===== src/rtl/joystick_position_unit.sv =====
// Joystick position unit: conditions the four raw direction buttons
// (2-flop synchroniser + per-button debounce), steps a clamped X/Y
// position with an immediate first step and rate-limited auto-repeat,
// and registers the paddle beam-compare flags against the current scanline.
module joystick_position_unit #(
  parameter logic [9:0]  X_INIT          = 10'd320,
  parameter logic [9:0]  X_MAX           = 10'd624,
  parameter logic [9:0]  Y_INIT          = 10'd16,
  parameter logic [9:0]  Y_MIN           = 10'd16,
  parameter logic [9:0]  Y_MAX           = 10'd128,
  parameter int unsigned DEBOUNCE_CYCLES = 250000,
  parameter int unsigned STEP_DIV        = 250000
) (
  input  logic       clk,
  input  logic       reset,
  input  logic       left,
  input  logic       right,
  input  logic       up,
  input  logic       down,
  input  logic [9:0] vpos,
  output logic [9:0] joy_x,
  output logic [9:0] joy_y,
  output logic       hpaddle,
  output logic       vpaddle,
  output logic       moving
);

  localparam int unsigned DW = $clog2(DEBOUNCE_CYCLES) + 1;
  localparam int unsigned SW = $clog2(STEP_DIV) + 1;
  localparam logic [DW-1:0] DEB_LAST = DW'(DEBOUNCE_CYCLES - 1);
  localparam logic [SW-1:0] DIV_LAST = SW'(STEP_DIV - 1);

  localparam logic [0:0] IDLE   = 1'b0;
  localparam logic [0:0] REPEAT = 1'b1;

  // Button bit order: 0=left, 1=right, 2=up, 3=down.
  logic [3:0]    raw;
  logic [3:0]    sync_a;
  logic [3:0]    sync_b;
  logic [3:0]    deb;
  logic [DW-1:0] deb_cnt [4];

  logic [0:0]    state;
  logic [0:0]    state_next;
  logic [SW-1:0] div;
  logic [SW-1:0] div_next;
  logic          step;
  logic [9:0]    step_x;
  logic [9:0]    step_y;

  assign raw    = {down, up, right, left};
  assign moving = (state == REPEAT);

  // Two-flop synchroniser for the asynchronous button pins.
  always_ff @(posedge clk or negedge reset) begin
    if (!reset) begin
      sync_a <= '0;
      sync_b <= '0;
    end else begin
      sync_a <= raw;
      sync_b <= sync_a;
    end
  end

  // Per-button debounce: level only follows after DEBOUNCE_CYCLES stable clocks.
  always_ff @(posedge clk or negedge reset) begin
    if (!reset) begin
      deb <= '0;
      for (int unsigned i = 0; i < 4; i++) deb_cnt[i] <= '0;
    end else begin
      for (int unsigned i = 0; i < 4; i++) begin
        if (sync_b[i] == deb[i]) begin
          deb_cnt[i] <= '0;
        end else if (deb_cnt[i] == DEB_LAST) begin
          deb[i]     <= sync_b[i];
          deb_cnt[i] <= '0;
        end else begin
          deb_cnt[i] <= deb_cnt[i] + DW'(1);
        end
      end
    end
  end

  // Candidate position for a step: fixed priority, a blocked winner still wins.
  always_comb begin
    step_x = joy_x;
    step_y = joy_y;
    if (deb[0]) begin
      if (joy_x != '0) step_x = joy_x - 10'd1;
    end else if (deb[1]) begin
      if (joy_x != X_MAX) step_x = joy_x + 10'd1;
    end else if (deb[2]) begin
      if (joy_y != Y_MIN) step_y = joy_y - 10'd1;
    end else if (deb[3]) begin
      if (joy_y != Y_MAX) step_y = joy_y + 10'd1;
    end
  end

  // Repeat FSM: immediate step on press, then one step per divider wrap;
  // release takes precedence over a coincident divider tick.
  always_comb begin
    state_next = state;
    div_next   = div;
    step       = 1'b0;
    case (state)
      IDLE: begin
        if (|deb) begin
          step       = 1'b1;
          div_next   = '0;
          state_next = REPEAT;
        end
      end
      default: begin
        if (~|deb) begin
          div_next   = '0;
          state_next = IDLE;
        end else if (div == DIV_LAST) begin
          step     = 1'b1;
          div_next = '0;
        end else begin
          div_next = div + SW'(1);
        end
      end
    endcase
  end

  // State, divider, position and paddle-flag registers.
  always_ff @(posedge clk or negedge reset) begin
    if (!reset) begin
      state   <= IDLE;
      div     <= '0;
      joy_x   <= X_INIT;
      joy_y   <= Y_INIT;
      hpaddle <= 1'b0;
      vpaddle <= 1'b0;
    end else begin
      state   <= state_next;
      div     <= div_next;
      hpaddle <= (joy_x == vpos);
      vpaddle <= (joy_y == vpos);
      if (step) begin
        joy_x <= step_x;
        joy_y <= step_y;
      end
    end
  end

endmodule


===== config.mk =====
export PLATFORM = sky130hd
export DESIGN_NAME = joystick_position_unit
export DESIGN_NICKNAME = d
export VERILOG_FILES = /design/src/rtl/joystick_position_unit.sv
export SDC_FILE = /design/constraint.sdc
export NUM_CORES = 1
export LEC_CHECK = 0
export BUFFER_PORTS_ARGS = -buffer_cell sky130_fd_sc_hd__buf_2
export CORE_MARGIN = 1.5
export CORE_UTILIZATION = 60
export CTS_CLUSTER_SIZE = 25
export DETAILED_ROUTE_END_ITERATION = 8
export PLACE_DENSITY = 0.87
export SETUP_SLACK_MARGIN = 0.2
export SLEW_MARGIN = 20
export SYNTH_ARGS = -nofsm -noshare
export SYNTH_HDL_FRONTEND = slang
export SYNTH_SLANG_ARGS = --single-unit

===== constraint.sdc =====
create_clock -name clk -period 6.6 [get_ports clk]
set_input_delay 1.65 -clock clk [delete_from_list [all_inputs] [get_ports clk]]
set_output_delay 1.65 -clock clk [all_outputs]
set_load 0.05 [all_outputs]

# Word-level counts from Yosys, hierarchy flattened
# Cells that the tools add are included.
# classes
n_bitwise	6
add_sub_neg	9
n_reduce_logical	13
muxes	24
eq_ne	16
# ops
cell	n
19-bit two-way mux	12
19-bit by 1-bit adder with 19-bit output (second input constant)	5
19-bit by 18-bit equality test with 1-bit output (second input constant)	5
10-bit two-way mux	8
10-bit by 1-bit adder with 10-bit output (second input constant)	2
10-bit equality test	2
10-bit by 1-bit subtractor with 10-bit output (second input constant)	2
10-bit != test (second input constant)	1
10-bit by 5-bit != test with 1-bit output (second input constant)	1
10-bit by 8-bit != test with 1-bit output (second input constant)	1
10-bit nonzero test	1
2-bit nonzero test	5
2-bit AND reduction	4
1-bit inverter	6
6-bit AND reduction	1
1-bit equality test	4
1-bit two-way mux	4
2-bit by 1-bit != test with 1-bit output (second input constant)	2
4-bit AND reduction	1
4-bit OR reduction	1
# word_totals
output_inout_bits	23
regBits	130

# Logic depth before layout (Yosys ltp)
# Gate-level depths: netlist of run 1.
# logic_depth
ltp_word	5
depth_mapped	8
depth_no_buf	7

# Worst setup path after synthesis of run 1
# No wires, ideal clock.
# synth_timing
path_kind	reg-to-output
from	reg joy_x[0]
to	out joy_x[0]
required_time_ns	4.950
stages_incl_launch_ff	1
t_arrival_ns	0.738
slack_ns	4.212
cell_sequence	dfrtp_1
# synth_lines
item	line	rtl
start, declared	21	output logic [9:0] joy_x,
start signal, assigned	142	joy_x <= step_x;
# No word-level cell between the ends.

# Worst setup path after layout of run 1
# layout_timing
from	reg joy_y[4]
to	out joy_y[4]
# layout_lines
item	line	rtl
start, declared	22	output logic [9:0] joy_y,
start signal, assigned	143	joy_y <= step_y;
# No word-level cell between the ends.

==> impl_metrics.ini, run 1 <==
[run_status]
run_status = finished clean

[setup_path]
worstPathRequired_ns = 4.95
setup.reg_to_reg.worst_slack_ns = 4.10
crit_path_cell_trace = buf_2
cp_num_buf_inv = 1
slowest_delay_ns = 0.61
path_max_fanout = 6
crit-reg2reg-capture = joy_y[8]
worst_r2r_path_depth = 6
r2r-start = deb[2]
crit_family = flip-flops
setup.worst_path.class = flop to output port
start_kind = flop
cp.arrival_ns = 1.33
cp-end-kind = output port
cp_slowest_cell = sky130_fd_sc_hd__dfstp_2

[cells_and_area]
fin_area_sq_mm = 0.00781
synthToLayoutAreaGrowth_pct = 13.0
antennaDiodeCount = 0
finish.net_count = 777
fillerInstances = 747
fraction_of_final_layout_cells_with_drive_strength_greater_than_1_pct = 13.7

[detailed_routing]
ant_nets = 0
finalWirelength_um = 15000
firstDrtPassIters = 5
post-route-drc-count = 0
routed_via_density = 6.07
via_count = 5426
first_iter_violations = 434
detail_route.wl_per_cell_um = 16.8

[die]
design.die.area_sq_mm = 0.0122
floorplan.initialDensity_pct = 61.1
floorplan.rows = 39
io_pins = 39
chipWidth_um = 110
chipHeight_um = 110
core-area_sq_mm = 0.0113

[power]
total_power_mw = 1.83
power_leakage_nw = 3.58
p_per_area_mw_per_mm2 = 234
ir_drop_uv = 207

[timing]
fin_crit_ns = 2.98
grt_setup_unrepaired = false
min_period_over_period_pct = 45.1
relSlewSlack_pct = 42.9
fmaxAchievable_mhz = 336
worst_clock_skew_ns = 0.00704
final.setup.tns_ns = 0
fin_worst_setup_slack_ns = 3.62
tightest_slew_ns = 0.857
timing.final.hold_violations = 0
setup_viols_final = 0
maxSlewViolCount = 0

[run]
max_capacitance_violation_count = 0

[yosys]
synth_cells = 698
synth_enable_flop_cells = 0
yosysTopAreaCell = sky130_fd_sc_hd__dfrtp_1
yosys.area.top_type_share_pct = 46.0
yosys.cell_count.top_type = sky130_fd_sc_hd__dfrtp_1
synth_area_sq_mm = 0.00691
dominantRegCellSynth = sky130_fd_sc_hd__dfrtp_1
ys_types = 58
ys_seq_area_share_pct = 47.1
syn_area_per_cell_sq_um = 9.90
postSynth.asyncResetShare_pct = 100
ys_seq_elements = 130
yosys_warnings = 0
post_synth_most_frequent_cells = sky130_fd_sc_hd__dfrtp_1 (127), sky130_fd_sc_hd__nor2_1 (117), sky130_fd_sc_hd__xnor2_1 (55)
synthTopCellsByArea = sky130_fd_sc_hd__dfrtp_1 (46%), sky130_fd_sc_hd__xnor2_1 (7.0%), sky130_fd_sc_hd__nor2_1 (6.4%)
mappedNetlistNets = 737

[grt]
grt_antenna_before_repair = 0
largest_net_degree_at_the_start_of_global_routing = 70
grt_usage_pct = 26.5
grt_remaining_overflow = 0
grt_pass1_vias = 5452
first_pass_grt_wire_length_um = 24900

[placed_design]
standard_cell_area_after_detailed_placement_sq_mm = 0.00720
dp.final_hpwl_um = 9660
dpl_worst_slack_ns = 3.44
place_congestion = 0.803
numPortBuffers = 38

[cts]
post_cts_repair_resize_count = 0
cts.path.max_buffers = 2
cts_max_level = 4
cts_num_sinks = 130
tritoncts = built
clock_input_transition_at_the_sequential_cells_of_the_worst_setup_and_hold_paths_ns = 0.06
cts_setup_buffers = 0
worstSkewPairLatency_ns = 0.42
tritoncts.num_buffers = 17
postCtsHoldBufs = 0
root_buffer = sky130_fd_sc_hd__clkbuf_16

[hold_path]
min-delay-start = sync_a[3]
hold-path-endpoint = sync_b[3]
worstHoldPathType = flop to flop
timing.hold.worst_path_depth = 0
## worst max path at each step
stage	startpoint	end	slack, ns	cells after the start
3_3_place_gp	reset	joy_y[7]	3.51	2
6_report	joy_y[4]	joy_y[4]	3.62	1
5_1_grt	joy_y[4]	joy_y[4]	3.60	1
4_1_cts	joy_y[4]	joy_y[4]	3.61	1
3_5_place_dp	reset	deb_cnt[71]	3.44	2
2_1_floorplan	joy_x[0]	joy_x[0]	4.21	0
## metrics by stage
step / utilization, % / hold WS (ns) / std cells
after floorplan: - / 0.331 / 698
after global placement: 63.6 / 0.342 / 862
after detailed placement: 63.6 / 0.344 / 862
after CTS: 69.0 / 0.357 / 894
after global routing: 69.0 / 0.361 / 894
final: 69.0 / 0.355 / 894
## placed cells by master, fill, tap and decap left out, types with 4 or more instances in the layout
| master | n |
|---|---|
| sky130_fd_sc_hd__dfrtp_1 | 127 |
| sky130_fd_sc_hd__ha_1 | 21 |
| sky130_fd_sc_hd__and4_1 | 5 |
| sky130_fd_sc_hd__nand2_1 | 41 |
| sky130_fd_sc_hd__xnor2_1 | 55 |
| sky130_fd_sc_hd__clkinv_2 | 4 |
| sky130_fd_sc_hd__a21oi_1 | 23 |
| sky130_fd_sc_hd__xor2_1 | 48 |
| sky130_fd_sc_hd__or3_1 | 8 |
| sky130_fd_sc_hd__a31oi_1 | 7 |
| sky130_fd_sc_hd__nor3_1 | 10 |
| sky130_fd_sc_hd__nand2b_1 | 4 |
| sky130_fd_sc_hd__nand3_1 | 44 |
| sky130_fd_sc_hd__nor4_1 | 11 |
| sky130_fd_sc_hd__mux2_2 | 7 |
| sky130_fd_sc_hd__o21ai_0 | 29 |
| sky130_fd_sc_hd__o41ai_1 | 4 |
| sky130_fd_sc_hd__clkbuf_16 | 17 |
| sky130_fd_sc_hd__nand4_1 | 26 |
| sky130_fd_sc_hd__mux2_4 | 10 |
| sky130_fd_sc_hd__buf_2 | 37 |
| sky130_fd_sc_hd__and3_1 | 16 |
| sky130_fd_sc_hd__a211oi_1 | 4 |
| sky130_fd_sc_hd__inv_1 | 11 |
| sky130_fd_sc_hd__nor2_1 | 117 |
| sky130_fd_sc_hd__a21o_1 | 7 |
## registers in the layout, summed over array words and instances (netlist names)
| name | cells |
|---|---|
| joy_x | 10 |
| moving | 1 |
| joy_y | 10 |
| sync_a | 4 |
| sync_b | 4 |
| vpaddle | 1 |
| deb_cnt | 76 |
| div | 19 |
| hpaddle | 1 |
| deb | 4 |
## kinds of logic (layout without fill, tap and decap cells)
kind of cell,after synthesis,count (layout),synth area share [%]
adders and majority gates,23,23,4.38
AOI/OAI and AO/OA,92,92,8.62
muxes,17,17,3.31
DFF,130,130,47.1
xor gates and xnor gates,104,104,13.3
and+or+nand+nor,302,302,21.2
buffers and inverters,30,83,2.05
## per-layer routing
| layer | vias up | share of wire [%] | global-route usage [%] |
|---|---|---|---|
| li1 | 2531 | - | - |
| met1 | 2683 | 42 | 30.5 |
| met2 | 172 | 51 | 45.2 |
| met3 | 40 | 5.2 | 7.41 |
| met4 | 0 | 2.4 | 13.5 |
| met5 | - | 0 | 0 |
## power breakdown
group / switching (mW) / internal [mW] / total [mW]
clock network: 0.353 / 0.615 / 0.968
registers: 0.00698 / 0.806 / 0.813
logic: 0.0326 / 0.0141 / 0.0467
## cell type report
class	instances	area, sq um	area share [%]
multi-input cells	538	3510	45.0
well taps	143	179	2.29
clock buffers	20	457	5.85
repair buffers	40	208	2.66
inverters	11	41.3	0.529
flip-flops and latches	130	3260	41.7
clock inverters	12	155	1.99
No activity file was read; power rests on OpenSTA's default activity.
==> inputs of run 2 (changes only) <==
- CORE_UTILIZATION: 60 -> 55
- PLACE_DENSITY: 0.87 -> 0.84
- clock period: 6.6 -> 2.65 ns (I/O delays scaled with it)
==> run 2 against run 1 <==
Effect of this change:
- global-route usage decreased by 2.3 points
- total power increased by 130%
- setup slack got worse by 3.3 ns
- hold slack got worse by 0.24 ns
- via count decreased by 1.1%
- non-clock buffer count increased by 5
- routed wire length decreased by 0.48%
- clock power increased by 110%
- core utilization decreased by 4.4 points
- combinational power increased to 2.7 times the previous value
- critical path type is now flop to flop
==> impl_metrics.ini, run 2 (synthesis gave the netlist of run 1 again) <==
[timing]
relSlewSlack_pct = 51.2
tightest_slew_ns = 0.732
setup_viols_final = 0
grt_setup_unrepaired = true
maxSlewViolCount = 0
final.setup.tns_ns = 0
fmaxAchievable_mhz = 430
fin_crit_ns = 2.33
hold_ws_ns = 0.117
worst_clock_skew_ns = 0.00803
min_period_over_period_pct = 87.8
timing.final.hold_violations = 0

[cts]
tritoncts.num_buffers = 17
cts_max_level = 4
worstSkewPairLatency_ns = 0.42
root_buffer = sky130_fd_sc_hd__clkbuf_16
cts_num_sinks = 130
cts.path.max_buffers = 2
clock_input_transition_at_the_sequential_cells_of_the_worst_setup_and_hold_paths_ns = 0.06
postCtsHoldBufs = 0
tritoncts = built

[detailed_routing]
first_iter_violations = 399
ant_nets = 0
via_count = 5364
finalWirelength_um = 14900
top_signal_layer_used = met4
post-route-drc-count = 0
firstDrtPassIters = 4
routed_via_density = 5.82
met2WireLength_um = 7240
detailroute.wirelength.met3_um = 634
detail_route.wl_per_cell_um = 16.2
m1WireLength_um = 6620

[cells_and_area]
number_of_flip_flops_in_the_largest_register = 76
max_flop_register = deb_cnt
fillerInstances = 956
mostFrequentLayoutCell = sky130_fd_sc_hd__dfrtp_1
antennaDiodeCount = 0
seq_area_sq_mm = 0.00326
utilization_pct = 64.6
finish.net_count = 782
layout_common_cells = sky130_fd_sc_hd__dfrtp_1 (126), sky130_fd_sc_hd__nor2_1 (117), sky130_fd_sc_hd__xnor2_1 (55)
multi_input_comb_area_sq_mm = 0.00352
fraction_of_final_layout_cells_with_drive_strength_greater_than_1_pct = 13.9
fin_area_sq_mm = 0.00783
largestRegisters = deb_cnt (76), div (19)
synthToLayoutAreaGrowth_pct = 13.2

[setup_path]
cp.arrival_ns = 2.63
start_kind = flop
setup.worst_path.class = flop to flop
cp-end-kind = flop
worstPathRequired_ns = 2.95
path_max_fanout = 11

[power]
power.internal_mw = 3.30
ir_drop_uv = 347
p_sw_uw = 914
p_per_area_mw_per_mm2 = 538
sw_share_pct = 21.7
share_clk_of_total_power_pct = 48.9
seq_power_share_pct = 48.1
share_comb_of_total_power_pct = 2.9
power_leakage_nw = 3.57

[grt]
grt_pass1_vias = 5373
largest_net_degree_at_the_start_of_global_routing = 72
first_pass_grt_wire_length_um = 25000
grt_remaining_overflow = 0
grt_antenna_before_repair = 0
grt_usage_pct = 24.2

[die]
design.die.area_sq_mm = 0.0133
floorplan.rows = 40
core-area_sq_mm = 0.0121
floorplan.initialDensity_pct = 57.1
io_pins = 39
chipWidth_um = 115
chipHeight_um = 115

[run]
max_capacitance_violation_count = 0

[hold_path]
worstHoldPathType = input port to async pin

[run_status]
run_status = finished clean

[placed_design]
numPortBuffers = 38
place_congestion = 0.874
dp.final_hpwl_um = 10000
standard_cell_area_after_detailed_placement_sq_mm = 0.00727
[run 2: changes by cell type in the layout (fill, tap and decap cells not counted), sizes merged]
| cell | previous run | this run |
|---|---|---|
| buf | 40 | 45 |
| clkbuf | 20 | 24 |
| bufinv | 3 | 0 |
| inv | 13 | 11 |
| clkinv | 6 | 5 |
[run 2: power groups by stage]
stage / combinational, mW / sequential, mW / clock (mW)
2_1_floorplan: 0.0547 / 2.06 / 0
3_3_place_gp: 0.120 / 2.06 / 0
3_5_place_dp: 0.127 / 2.06 / 0
4_1_cts: 0.128 / 2.03 / 2.09
5_1_grt: 0.144 / 2.03 / 2.17
6_report: 0.124 / 2.03 / 2.06
[run 2: timing repair]
action / 4_1_cts / 5_1_grt
endpoints found under the setup margin: 5 / 7
resized for setup: 1 / 1
buffers inserted: 0 / 3
[run 2: stage by stage]
stage	total power, mW	std cells	setup slack, ns
6_report	4.21	922	0.322
5_1_grt	4.34	922	0.109
4_1_cts	4.24	919	0.255
3_5_place_dp	2.19	889	0.0423
3_3_place_gp	2.18	889	0.201
2_1_floorplan	2.11	698	0.391
[run 2: cell type report]
type	count	share of cell area [%]
clock buffers	24	6.16
inverters	11	0.528
flip-flops and latches	130	41.6
well taps	168	2.69
repair buffers	45	3.61
multi-input cells	538	45.0
clock inverters	6	0.416
[run 2: critical path, stage by stage, from the launching register on]
cell	delay, ns
sky130_fd_sc_hd__dfrtp_1	0.44
sky130_fd_sc_hd__ha_1	0.25
sky130_fd_sc_hd__nand3_1	0.14
sky130_fd_sc_hd__or3_4	0.42
sky130_fd_sc_hd__o21ai_2	0.19
sky130_fd_sc_hd__and4b_4	0.40
sky130_fd_sc_hd__mux2_2	0.36
[run 2: routing by layer]
metal	vias up	global-route usage, %
met2	142	39.6
met1	2648	30.9
met4	0	11.4
met3	38	5.06
met5	-	0
li1	2536	-
[run 2: final timing paths]
check	start	endpoint	slack (ns)	cells past startpoint
worst min register to register	sync_a[0]	sync_b[0]	0.35	0
max in group asynchronous	reset	joy_x[8]	1.85	2
min in group clk	sync_a[0]	sync_b[0]	0.35	0
worst max-delay path	div[0]	joy_y[1]	0.32	6
worst max register to register	div[0]	joy_y[1]	0.32	6
worst min-delay path	reset	deb_cnt[30]	0.12	1
==> inputs of run 3 (changes only) <==
- CORE_UTILIZATION: 55 -> 57
- CTS_BUF_LIST: unset -> sky130_fd_sc_hd__clkbuf_2
- PLACE_DENSITY: 0.84 -> 0.78
==> run 3 against run 2 <==
Effect of this change:
- cell count fell by 0.87%
- design area fell by 2.7%
- clock-buffer cell count fell by 3
- global-route usage fell by 0.56 points
- register-to-register slack got worse by 0.03 ns
- die area fell by 3.4%
- fmax fell by 1.3%
- setup slack got worse by 0.031 ns
- critical path depth did not move
- largest power group is now sequential cells
- highest routed layer unchanged
==> impl_metrics.ini, run 3 (synthesis gave the netlist of run 1 again) <==
[timing]
tightest_slew_ns = 0.760
relSlewSlack_pct = 49.3
final.setup.tns_ns = 0
fin_crit_ns = 2.36
setup_viols_final = 0
min_period_over_period_pct = 89.0
worst_clock_skew_ns = 0.0353
grt_setup_unrepaired = false
maxSlewViolCount = 0
fmaxAchievable_mhz = 424
timing.final.hold_violations = 0

[cells_and_area]
number_of_flip_flops_in_the_largest_register = 76
fraction_of_final_layout_cells_with_drive_strength_greater_than_1_pct = 15.1
antennaDiodeCount = 0
layout_common_cells = sky130_fd_sc_hd__dfrtp_1 (124), sky130_fd_sc_hd__nor2_1 (117), sky130_fd_sc_hd__xnor2_1 (55)
max_flop_register = deb_cnt
synthToLayoutAreaGrowth_pct = 10.1
finish.net_count = 793
mostFrequentLayoutCell = sky130_fd_sc_hd__dfrtp_1
largestRegisters = deb_cnt (76), div (19)

[placed_design]
place_congestion = 0.835
numPortBuffers = 38
dp.final_hpwl_um = 9880

[die]
chipHeight_um = 113
floorplan.rows = 40
io_pins = 39
design.die.area_sq_mm = 0.0128
core-area_sq_mm = 0.0119
floorplan.initialDensity_pct = 58.0
chipWidth_um = 113

[detailed_routing]
first_iter_violations = 405
ant_nets = 0
routed_via_density = 5.88
detail_route.wl_per_cell_um = 15.6
finalWirelength_um = 14300
post-route-drc-count = 0
firstDrtPassIters = 5
via_count = 5378

[grt]
grt_remaining_overflow = 0
grt_pass1_vias = 5375
first_pass_grt_wire_length_um = 24400
largest_net_degree_at_the_start_of_global_routing = 51
grt_antenna_before_repair = 0
grt_usage_pct = 23.6

[power]
total_power_mw = 3.31
ir_drop_uv = 336
power_leakage_nw = 3.50
p_per_area_mw_per_mm2 = 435

[cts]
tritoncts.num_buffers = 17
cts_max_level = 4
tritoncts = built
cts_num_sinks = 130
root_buffer = sky130_fd_sc_hd__clkbuf_2
worstSkewPairLatency_ns = 0.70
clock_input_transition_at_the_sequential_cells_of_the_worst_setup_and_hold_paths_ns = 0.20
cts.path.max_buffers = 2

[setup_path]
setup.worst_path.class = flop to flop
cp_slowest_cell = sky130_fd_sc_hd__dfrtp_2
setup.reg_to_reg.worst_slack_ns = 0.29
crit_path_cell_trace = fa_1 > a211oi_1 > nor2_1 > a221oi_1 > xnor2_1 > mux2_4
cp_num_buf_inv = 0
cp-end-kind = flop
crit_family = compound AO/OA/AOI/OAI gates
cp.arrival_ns = 2.99
worstPathRequired_ns = 3.28
start_kind = flop
path_max_fanout = 16
slowest_delay_ns = 0.58

[hold_path]
worstHoldPathType = input port to flop

[run]
max_capacitance_violation_count = 0

[run_status]
run_status = finished clean
## run 3: cell count changes in the layout (fill, tap and decap cells not counted), sizes merged
cell and delta:
clkinv +2, buf +6, bufinv +2, dlygate4sd3 +5, clkinvlp +1, clkbuf -3
## run 3: report_power, final
part           internal, mW  total, mW  switching (mW)  leakage, nW
combinational        0.0462      0.130          0.0834         1.59
clock                 0.437       1.16           0.719        0.137
sequential             2.01       2.02          0.0178         1.77
total                  2.49       3.31           0.820         3.50
## run 3: metrics by stage
step                instances  area (sq um)  worst slack [ns]  util, %  hold WS [ns]
finish                    914          7610             0.291     63.9         0.268
global route              914          7610             0.206     63.9         0.200
CTS                       905          7510             0.241     63.1        0.0192
detailed placement        869          7250            0.0240     60.9         0.335
global placement          869          7250             0.181     60.9         0.337
floorplan                 698          6910             0.391        -         0.331
## run 3: area by class of cell
type,count,area [sq um]
clock buffers,21,105
inverters,11,41.3
multi-input cells,538,3520
fillers,950,4300
well taps,147,184
clock inverters,11,114
repair buffers,56,390
flip-flops and latches,130,3260
## run 3: what timing repair did
item	in CTS	in global routing
hold buffers	4	1
buffers inserted	0	8
resized for setup	1	3
endpoints found under the setup margin	15	16
pin swaps	0	1
cloned	0	0
endpoints found under the hold margin	51	1
## run 3: worst paths after layout
kind | startpoint | end | cells after the start
min in group asynchronous | reset | deb_cnt[35] | 2
hold / removal | vpos[6] | vpaddle | 4
max in group asynchronous | reset | joy_x[6] | 3
hold reg to reg | sync_a[0] | sync_b[0] | 0
setup / recovery | deb[0] | joy_x[8] | 6
setup reg to reg | deb[0] | joy_x[8] | 6
## run 3: routing by layer
metal  up-vias  global-route usage [%]  wire [um]  share of wire, %
met5         -                       0          0                 0
met3        29                    5.30        579               4.0
li1       2564                       -          -                 -
met1      2652                    30.1       6330                44
met4         0                    9.83        280               2.0
met2       133                    39.1       7110                50
## run 3: tightest hold or removal path, cell delays in order
cell                      delay, ns
sky130_fd_sc_hd__buf_2         0.11
sky130_fd_sc_hd__xnor2_1       0.07
sky130_fd_sc_hd__nand4_1       0.07
sky130_fd_sc_hd__nor4_1        0.06
